**src/rtl/stream_buffer_fifo_gen.sv**
```systemverilog
// Parametrised first-word-fall-through stream FIFO with occupancy flags,
// selectable overflow policy, sticky error flags and a saturating drop counter.
module stream_buffer_fifo_gen #(
    parameter int DATA_WIDTH  = 40,
    parameter int ADDR_WIDTH  = 3,
    parameter int AF_LEVEL    = 6,
    parameter int AE_LEVEL    = 1,
    parameter int DROP_OLDEST = 0
) (
    input  logic                  clk,
    input  logic                  reset,
    input  logic                  clear,
    input  logic                  wr_en,
    input  logic [DATA_WIDTH-1:0] data_in,
    input  logic                  rd_en,
    output logic [DATA_WIDTH-1:0] data_out,
    output logic                  full,
    output logic                  empty,
    output logic                  almost_full,
    output logic                  almost_empty,
    output logic [ADDR_WIDTH:0]   count,
    output logic                  overflow,
    output logic                  underflow,
    output logic [15:0]           drop_count
);

    localparam int DEPTH = 1 << ADDR_WIDTH;
    localparam logic [ADDR_WIDTH:0] DEPTH_C = {1'b1, {ADDR_WIDTH{1'b0}}};
    localparam logic [ADDR_WIDTH:0] AF_C    = AF_LEVEL[ADDR_WIDTH:0];
    localparam logic [ADDR_WIDTH:0] AE_C    = AE_LEVEL[ADDR_WIDTH:0];
    localparam logic [ADDR_WIDTH:0] PTR_ONE = {{ADDR_WIDTH{1'b0}}, 1'b1};
    localparam logic                DROP_C  = (DROP_OLDEST != 0);

    generate
        if (AF_LEVEL < 1 || AF_LEVEL > DEPTH || AE_LEVEL < 0 || AE_LEVEL >= DEPTH) begin : g_bad_levels
            $error("stream_buffer_fifo_gen: AF_LEVEL/AE_LEVEL out of range for DEPTH");
        end
    endgenerate

    logic [DATA_WIDTH-1:0] mem [DEPTH];
    logic [ADDR_WIDTH:0]   wr_ptr;
    logic [ADDR_WIDTH:0]   rd_ptr;
    logic                  full_push;
    logic                  wr_ok;
    logic                  rd_adv;

    // Flags decode straight from the registered pointers; reset values fall out of ptr=0.
    assign count        = wr_ptr - rd_ptr;
    assign full         = (count == DEPTH_C);
    assign empty        = (count == '0);
    assign almost_full  = (count >= AF_C);
    assign almost_empty = (count <= AE_C);
    assign data_out     = mem[rd_ptr[ADDR_WIDTH-1:0]];

    always_comb begin
        full_push = wr_en && !rd_en && full;
        wr_ok     = wr_en && (!full || rd_en || DROP_C);
        // Drop-oldest mode makes room by retiring the head word alongside the write.
        rd_adv    = (rd_en && !empty) || (full_push && DROP_C);
    end

    always_ff @(posedge clk or negedge reset) begin
        if (!reset) begin
            wr_ptr     <= '0;
            rd_ptr     <= '0;
            overflow   <= 1'b0;
            underflow  <= 1'b0;
            drop_count <= '0;
        end else if (clear) begin
            wr_ptr     <= '0;
            rd_ptr     <= '0;
            overflow   <= 1'b0;
            underflow  <= 1'b0;
            drop_count <= '0;
        end else begin
            if (wr_ok) begin
                wr_ptr <= wr_ptr + PTR_ONE;
            end
            if (rd_adv) begin
                rd_ptr <= rd_ptr + PTR_ONE;
            end
            if (full_push) begin
                overflow <= 1'b1;
                if (drop_count != 16'hFFFF) begin
                    drop_count <= drop_count + 16'd1;
                end
            end
            if (rd_en && empty) begin
                underflow <= 1'b1;
            end
        end
    end

    always_ff @(posedge clk) begin
        if (wr_ok && !clear) begin
            mem[wr_ptr[ADDR_WIDTH-1:0]] <= data_in;
        end
    end

endmodule

```
**config.mk**
```make
export PLATFORM = sky130hd
export DESIGN_NAME = stream_buffer_fifo_gen
export DESIGN_NICKNAME = d
export VERILOG_FILES = /design/src/rtl/stream_buffer_fifo_gen.sv
export SDC_FILE = /design/constraint.sdc
export NUM_CORES = 1
export LEC_CHECK = 0
export BUFFER_PORTS_ARGS = -buffer_cell sky130_fd_sc_hd__buf_4
export CELL_PAD_IN_SITES_DETAIL_PLACEMENT = 1
export CELL_PAD_IN_SITES_GLOBAL_PLACEMENT = 1
export CORE_MARGIN = 4
export CORE_UTILIZATION = 46
export DETAILED_ROUTE_END_ITERATION = 12
export MAX_ROUTING_LAYER = met4
export PLACE_DENSITY = 0.82
export SYNTH_ARGS = -nofsm -noshare
export SYNTH_HDL_FRONTEND = slang
export SYNTH_SLANG_ARGS = --single-unit
```
**constraint.sdc**
```tcl
create_clock -name clk -period 6.6 [get_ports clk]
set_clock_uncertainty 0.1 [all_clocks]
set_input_delay 0.66 -clock clk [delete_from_list [all_inputs] [get_ports clk]]
set_output_delay 0.66 -clock clk [all_outputs]
set_load 0.01 [all_outputs]
```
### After elaboration in Yosys (flattened, before gate mapping)

Memory sizes are Yosys's and may differ from the RTL's.
Cells that the tools add are included.
Widths: inputs -> output; s select.

| storage, ports and cells | value |
|---|---|
| RAM bits | 320 |
| output and inout bits | 66 |
| word-level logic and storage cells | 45 |
| input bits | 45 |
| memories | 1 |
| register bits after elaboration | 26 |

Memory list:

| memory | depth | bits a word | rd ports | clocked after Yosys merged registers in | write ports | RTL line | source |
|---|---|---|---|---|---|---|---|
| mem | 8 | 40 | 1 | 0 | 1 | 40 | `logic [DATA_WIDTH-1:0] mem [DEPTH];` |

| cells by class | value |
|---|---|
| reductions and logical operators | 18 |
| add/sub/neg operators | 4 |
| muxes and demuxes | 13 |
| order comparisons | 2 |
| equal/unequal tests | 2 |

Operator list:

| operator | count |
|---|---|
| $mux 16 | 3 |
| $add 16x1->16 const B | 1 |
| $mux 4 | 4 |
| $ne 16x16->1 const B | 1 |
| $reduce_bool 2->1 | 5 |
| $add 4x1->4 const B | 2 |
| $logic_and 1x1->1 | 6 |
| $mux 1 | 6 |
| $eq 4x4->1 const B | 1 |
| $ge 4x3->1 const B | 1 |
| $le 4x1->1 const B | 1 |
| $logic_not 1->1 | 4 |
| $logic_not 4->1 | 1 |
| $sub 4x4->4 | 1 |
| $reduce_and 2->1 | 1 |
| $logic_or 1x1->1 | 1 |

### Longest topological paths before layout

| depth | value |
|---|---|
| word-level depth | 8 |
| depth in mapped cells | 11 |
| gate-level depth less buffers | 9 |

### Worst setup path after synthesis

No wires, ideal clock.

| timing path | value |
|---|---|
| path type | flip-flop to flip-flop |
| start | register rd_ptr[1] |
| end | memory mem[2][0] (enable) |
| stages on the path, launching flop included | 10 |
| library setup time | 0.537 ns |
| arrival time | 5.791 ns |
| buffers on the path | 3 |
| clock period less this slack | 6.428 ns |
| setup slack | 0.172 ns |
| data required time | 5.963 ns |
| cell sequence | dfrtp_1 clkbuf_1 clkbuf_1 inv_1 ha_1 a21oi_1 and3_1 o41ai_1 buf_2 nor4_1 |

| on the way | value |
|---|---|
| cells in the longest elaborated chain, start to end | 8 |

RTL lines:

| item | RTL line | source |
|---|---|---|
| start, declared | 42 | `logic [ADDR_WIDTH:0] rd_ptr;` |
| start signal, assigned | 80 | `rd_ptr <= rd_ptr + PTR_ONE;` |
| $sub 4x4->4 | 48 | `assign count = wr_ptr - rd_ptr;` |
| $eq 4x4->1 | 49 | `assign full = (count == DEPTH_C);` |
| $logic_not 1->1 | 57 | `wr_ok = wr_en && (!full \|\| rd_en \|\| DROP_C);` |
| $logic_or 1x1->1 | 57 |  |
| $logic_and 1x1->1 | 57 |  |
| $logic_and 1x1->1 | 95 | `if (wr_ok && !clear) begin` |
| $mux 1 | 95 |  |
| $mux 1 (implied by the code) | 96 | `mem[wr_ptr[ADDR_WIDTH-1:0]] <= data_in;` |
| end, declared | 40 |  |

Every way passes these cells.

### Final worst setup path

| timing path | value |
|---|---|
| start | register rd_ptr[2] |
| end | output port empty |

| on the way | value |
|---|---|
| cells in the longest elaborated chain, start to end | 2 |

RTL lines:

| item | RTL line | source |
|---|---|---|
| $sub 4x4->4 | 48 |  |
| $logic_not 4->1 | 50 | `assign empty = (count == '0);` |
| end, declared | 18 | `output logic empty,` |

Every way passes these cells.

==> flow_metrics.tcl <==
set metrics [dict create \
    grt.total_usage_pct 19.5 \
    max_cap_viol_count 0 \
    postSynthRegisterBits 346 \
    end_kind "output port" \
    syn_inst 736 \
    async_flop_share_pct 7.51 \
    slew_violations 0 \
    clock_tree.root_cell "clkbuf_16" \
    tightest_slew_ns 1.01 \
    drt-vias-per-instance 5.61 \
    firstDrtPassIters 6 \
    insertion_delay_ns 0.53 \
    grt_pass1_vias 7935 \
    combPwrFrac_pct 21.2 \
    gp_congestion 0.759 \
    initial_core_util_pct 47.2 \
    synth_edf_count 320 \
    rsz0062_at_grt "false" \
    synth-warning-count 0 \
    worst_setup_path_start_kind "flip-flop" \
    p_sw_w 0.00158 \
    dieArea_um2 32600 \
    layout_common_cells "edfxtp_1 (320), nand2_1 (127), buf_4 (124), mux4_2 (80), clkbuf_16 (38)" \
    postRouteAntennaNets 0 \
    setup_viol 0 \
    ctsResizeCount 0 \
    die_height_um 181 \
    finalCritPeriodShare_pct 70.0 \
    layout_min_cycle_time_ns 4.62 \
    power_frac_seq_pct 44.5 \
    hold_start "data_in[20]" \
    num_rows 62 \
    leakage_nw 5.54 \
    htree_levels 2 \
    cp_max_fo 44 \
    max_stage_delay_ns 1.02 \
    dr.first_iter.drc_count 546 \
    p_total_w 0.00586 \
    fmax_mhz 216 \
    syn_to_final_growth_pct 18.2 \
    run_status "finished, final reports clean" \
    crit_type "reg -> out" \
    core_um2 29000 \
    antenna_found_initial 0 \
    syn-num-nets 788 \
    drive_above_1_share_pct 31.8 \
    r2r-start "rd_ptr[2]$_DFFE_PN0P_" \
    cts_tree "built" \
    clkPwrFrac_pct 34.3 \
    clkSlewWorstSetupHoldPaths_ns 0.06 \
    io_pins 111 \
    power.internal_w 0.00428 \
    grt_max_degree 47 \
    grt_first_pass_wirelength_um 47700 \
    switching_share_pct 26.9 \
    cp_cell_sequence "inv_2 > ha_1 > a21oi_1 > and3_1 > nor2_1 > inv_1 > nor2_1 > buf_4" \
    vdd_drop_max_mv 0.265 \
    wirelength_um 30600 \
    numCtsBuffers 37 \
    fin_nets 915 \
    grt-ovfl-total 0 \
    nFillCells 2658 \
    drc_errors 0 \
    cts.sinks 346 \
    syn_area_per_cell_um2 18.6 \
    mostFrequentLayoutCell "edfxtp_1" \
    powerDensity_nw_per_um2 362 \
    syn_area_um2 13700 \
    hp-class "in -> reg" \
    place_ws_ns 2.24 \
    ys.flop_type "edfxtp_1" \
    fin_ws_ns 1.98 \
    die_x_um 181 \
    tns_ns 0 \
    path_common_cell "nor2_1" \
    arrival_ns 3.86 \
    synthDistinctLibCells 47 \
    clockBufferDepth 3 \
    n_antenna_cell 0 \
    hold_viol_final 0 \
    required_ns 5.84 \
    io_buffer_count 110 \
    yosysSeqAreaShare_pct 75.0 \
    crit_start "rd_ptr[2]$_DFFE_PN0P_" \
    routedWlPerCell_um 24.0 \
    hpwl_um 18100 \
    crit_slowest_cell "dfrtp_2" \
    relSlewSlack_pct 32.7 \
    vias 7126 \
]
[worst paths after layout]
path                                              to  slack, ns  cells past startpoint
max                                            empty       1.98                      8
min                             mem[5][20]$_DFFE_PP_       0.25                      1
max reg2reg                     mem[2][14]$_DFFE_PP_       2.29                      8
min reg2reg                     overflow$_DFFE_PN0P_       0.41                      2
max in group asynchronous      rd_ptr[1]$_DFFE_PN0P_       5.61                      2
min in group asynchronous  drop_count[3]$_DFFE_PN0P_       0.49                      2
[stage by stage]
step / hold slack [ns] / cell area (um^2) / instances / util [%]
detailed placement: 0.407 / 15000 / 1207 / 51.7
global route: 0.245 / 16200 / 1271 / 55.8
CTS: 0.236 / 16200 / 1271 / 55.8
finish: 0.251 / 16200 / 1271 / 55.8
floorplan: 0.264 / 13700 / 736 / -
global placement: 0.390 / 15000 / 1207 / 51.7
[final cells by class]
class                   instances  area [um^2]  area share (%)
clock inverters                18          194            1.20
inverters                      15         56.3           0.348
well taps                     384          480            2.97
flip-flops and latches        346        10300            63.5
repair buffers                125          941            5.82
multi-input cells             338         3260            20.2
clock buffers                  45          977            6.04
[routing by layer]
| layer | vias to the layer above | GRT usage, % | wire length, um |
|---|---|---|---|
| li1 | 3159 | - | - |
| met1 | 3743 | 24.6 | 12400 |
| met2 | 176 | 33.3 | 16200 |
| met3 | 48 | 3.31 | 1320 |
| met4 | 0 | 5.17 | 658 |
| met5 | - | - | 0 |
[critical path: cells and delay by family (launching register included)]
kind            cells  cell delay [ns]
fa+ha+maj           1             0.52
compound gates      1             0.31
buf+inv             3             0.89
simple gates        3             0.57
flops               1             1.02
[flip-flops by register name (all words and copies together) (netlist names)]
name and flops:
drop_count 16, overflow 1, wr_ptr 4, mem 320
rd_ptr 4, underflow 1
[synthesized netlist by cell type (3+ instances only)]
| cell | n | area share [%] |
|---|---|---|
| a21oi_1 | 16 | 0.59 |
| buf_1 | 7 | 0.19 |
| buf_2 | 11 | 0.40 |
| clkbuf_1 | 16 | 0.44 |
| dfrtp_1 | 26 | 4.8 |
| edfxtp_1 | 320 | 70 |
| ha_1 | 6 | 0.55 |
| inv_1 | 14 | 0.38 |
| mux2_2 | 4 | 0.33 |
| mux2i_1 | 3 | 0.22 |
| mux4_2 | 80 | 13 |
| nand2_1 | 127 | 3.5 |
| nand3_1 | 11 | 0.40 |
| nand4_1 | 3 | 0.14 |
| nor2_1 | 13 | 0.36 |
| nor2b_1 | 4 | 0.18 |
| nor3_1 | 3 | 0.11 |
| nor4_1 | 12 | 0.55 |
| o21ai_0 | 9 | 0.33 |
| o31ai_1 | 5 | 0.27 |
| or3_1 | 6 | 0.27 |
| or4_1 | 6 | 0.33 |
| xor2_1 | 3 | 0.19 |
[power by group through the flow]
stage               sequential, W  combinational (W)  clock [W]
floorplan                 0.00255           0.000839          0
global route              0.00263            0.00135    0.00216
detailed placement        0.00266            0.00125          0
finish                    0.00261            0.00124    0.00201
global placement          0.00265            0.00122          0
CTS                       0.00261            0.00127    0.00205
[cell families after synthesis]
family	synth area share, %
AOI/OAI and AO/OA	1.85
xor gates and xnor gates	0.320
adders and majority gates	0.695
buffers and inverters	1.64
DFF	75.0
muxes	13.7
and+or+nand+nor	6.84
[timing repair]
action | in CTS | in global routing
endpoints found under the hold margin | 26 | 0
setup buffers | 0 | 0
hold buffers | 1 | 0
Power figures use the tool's default switching activity.
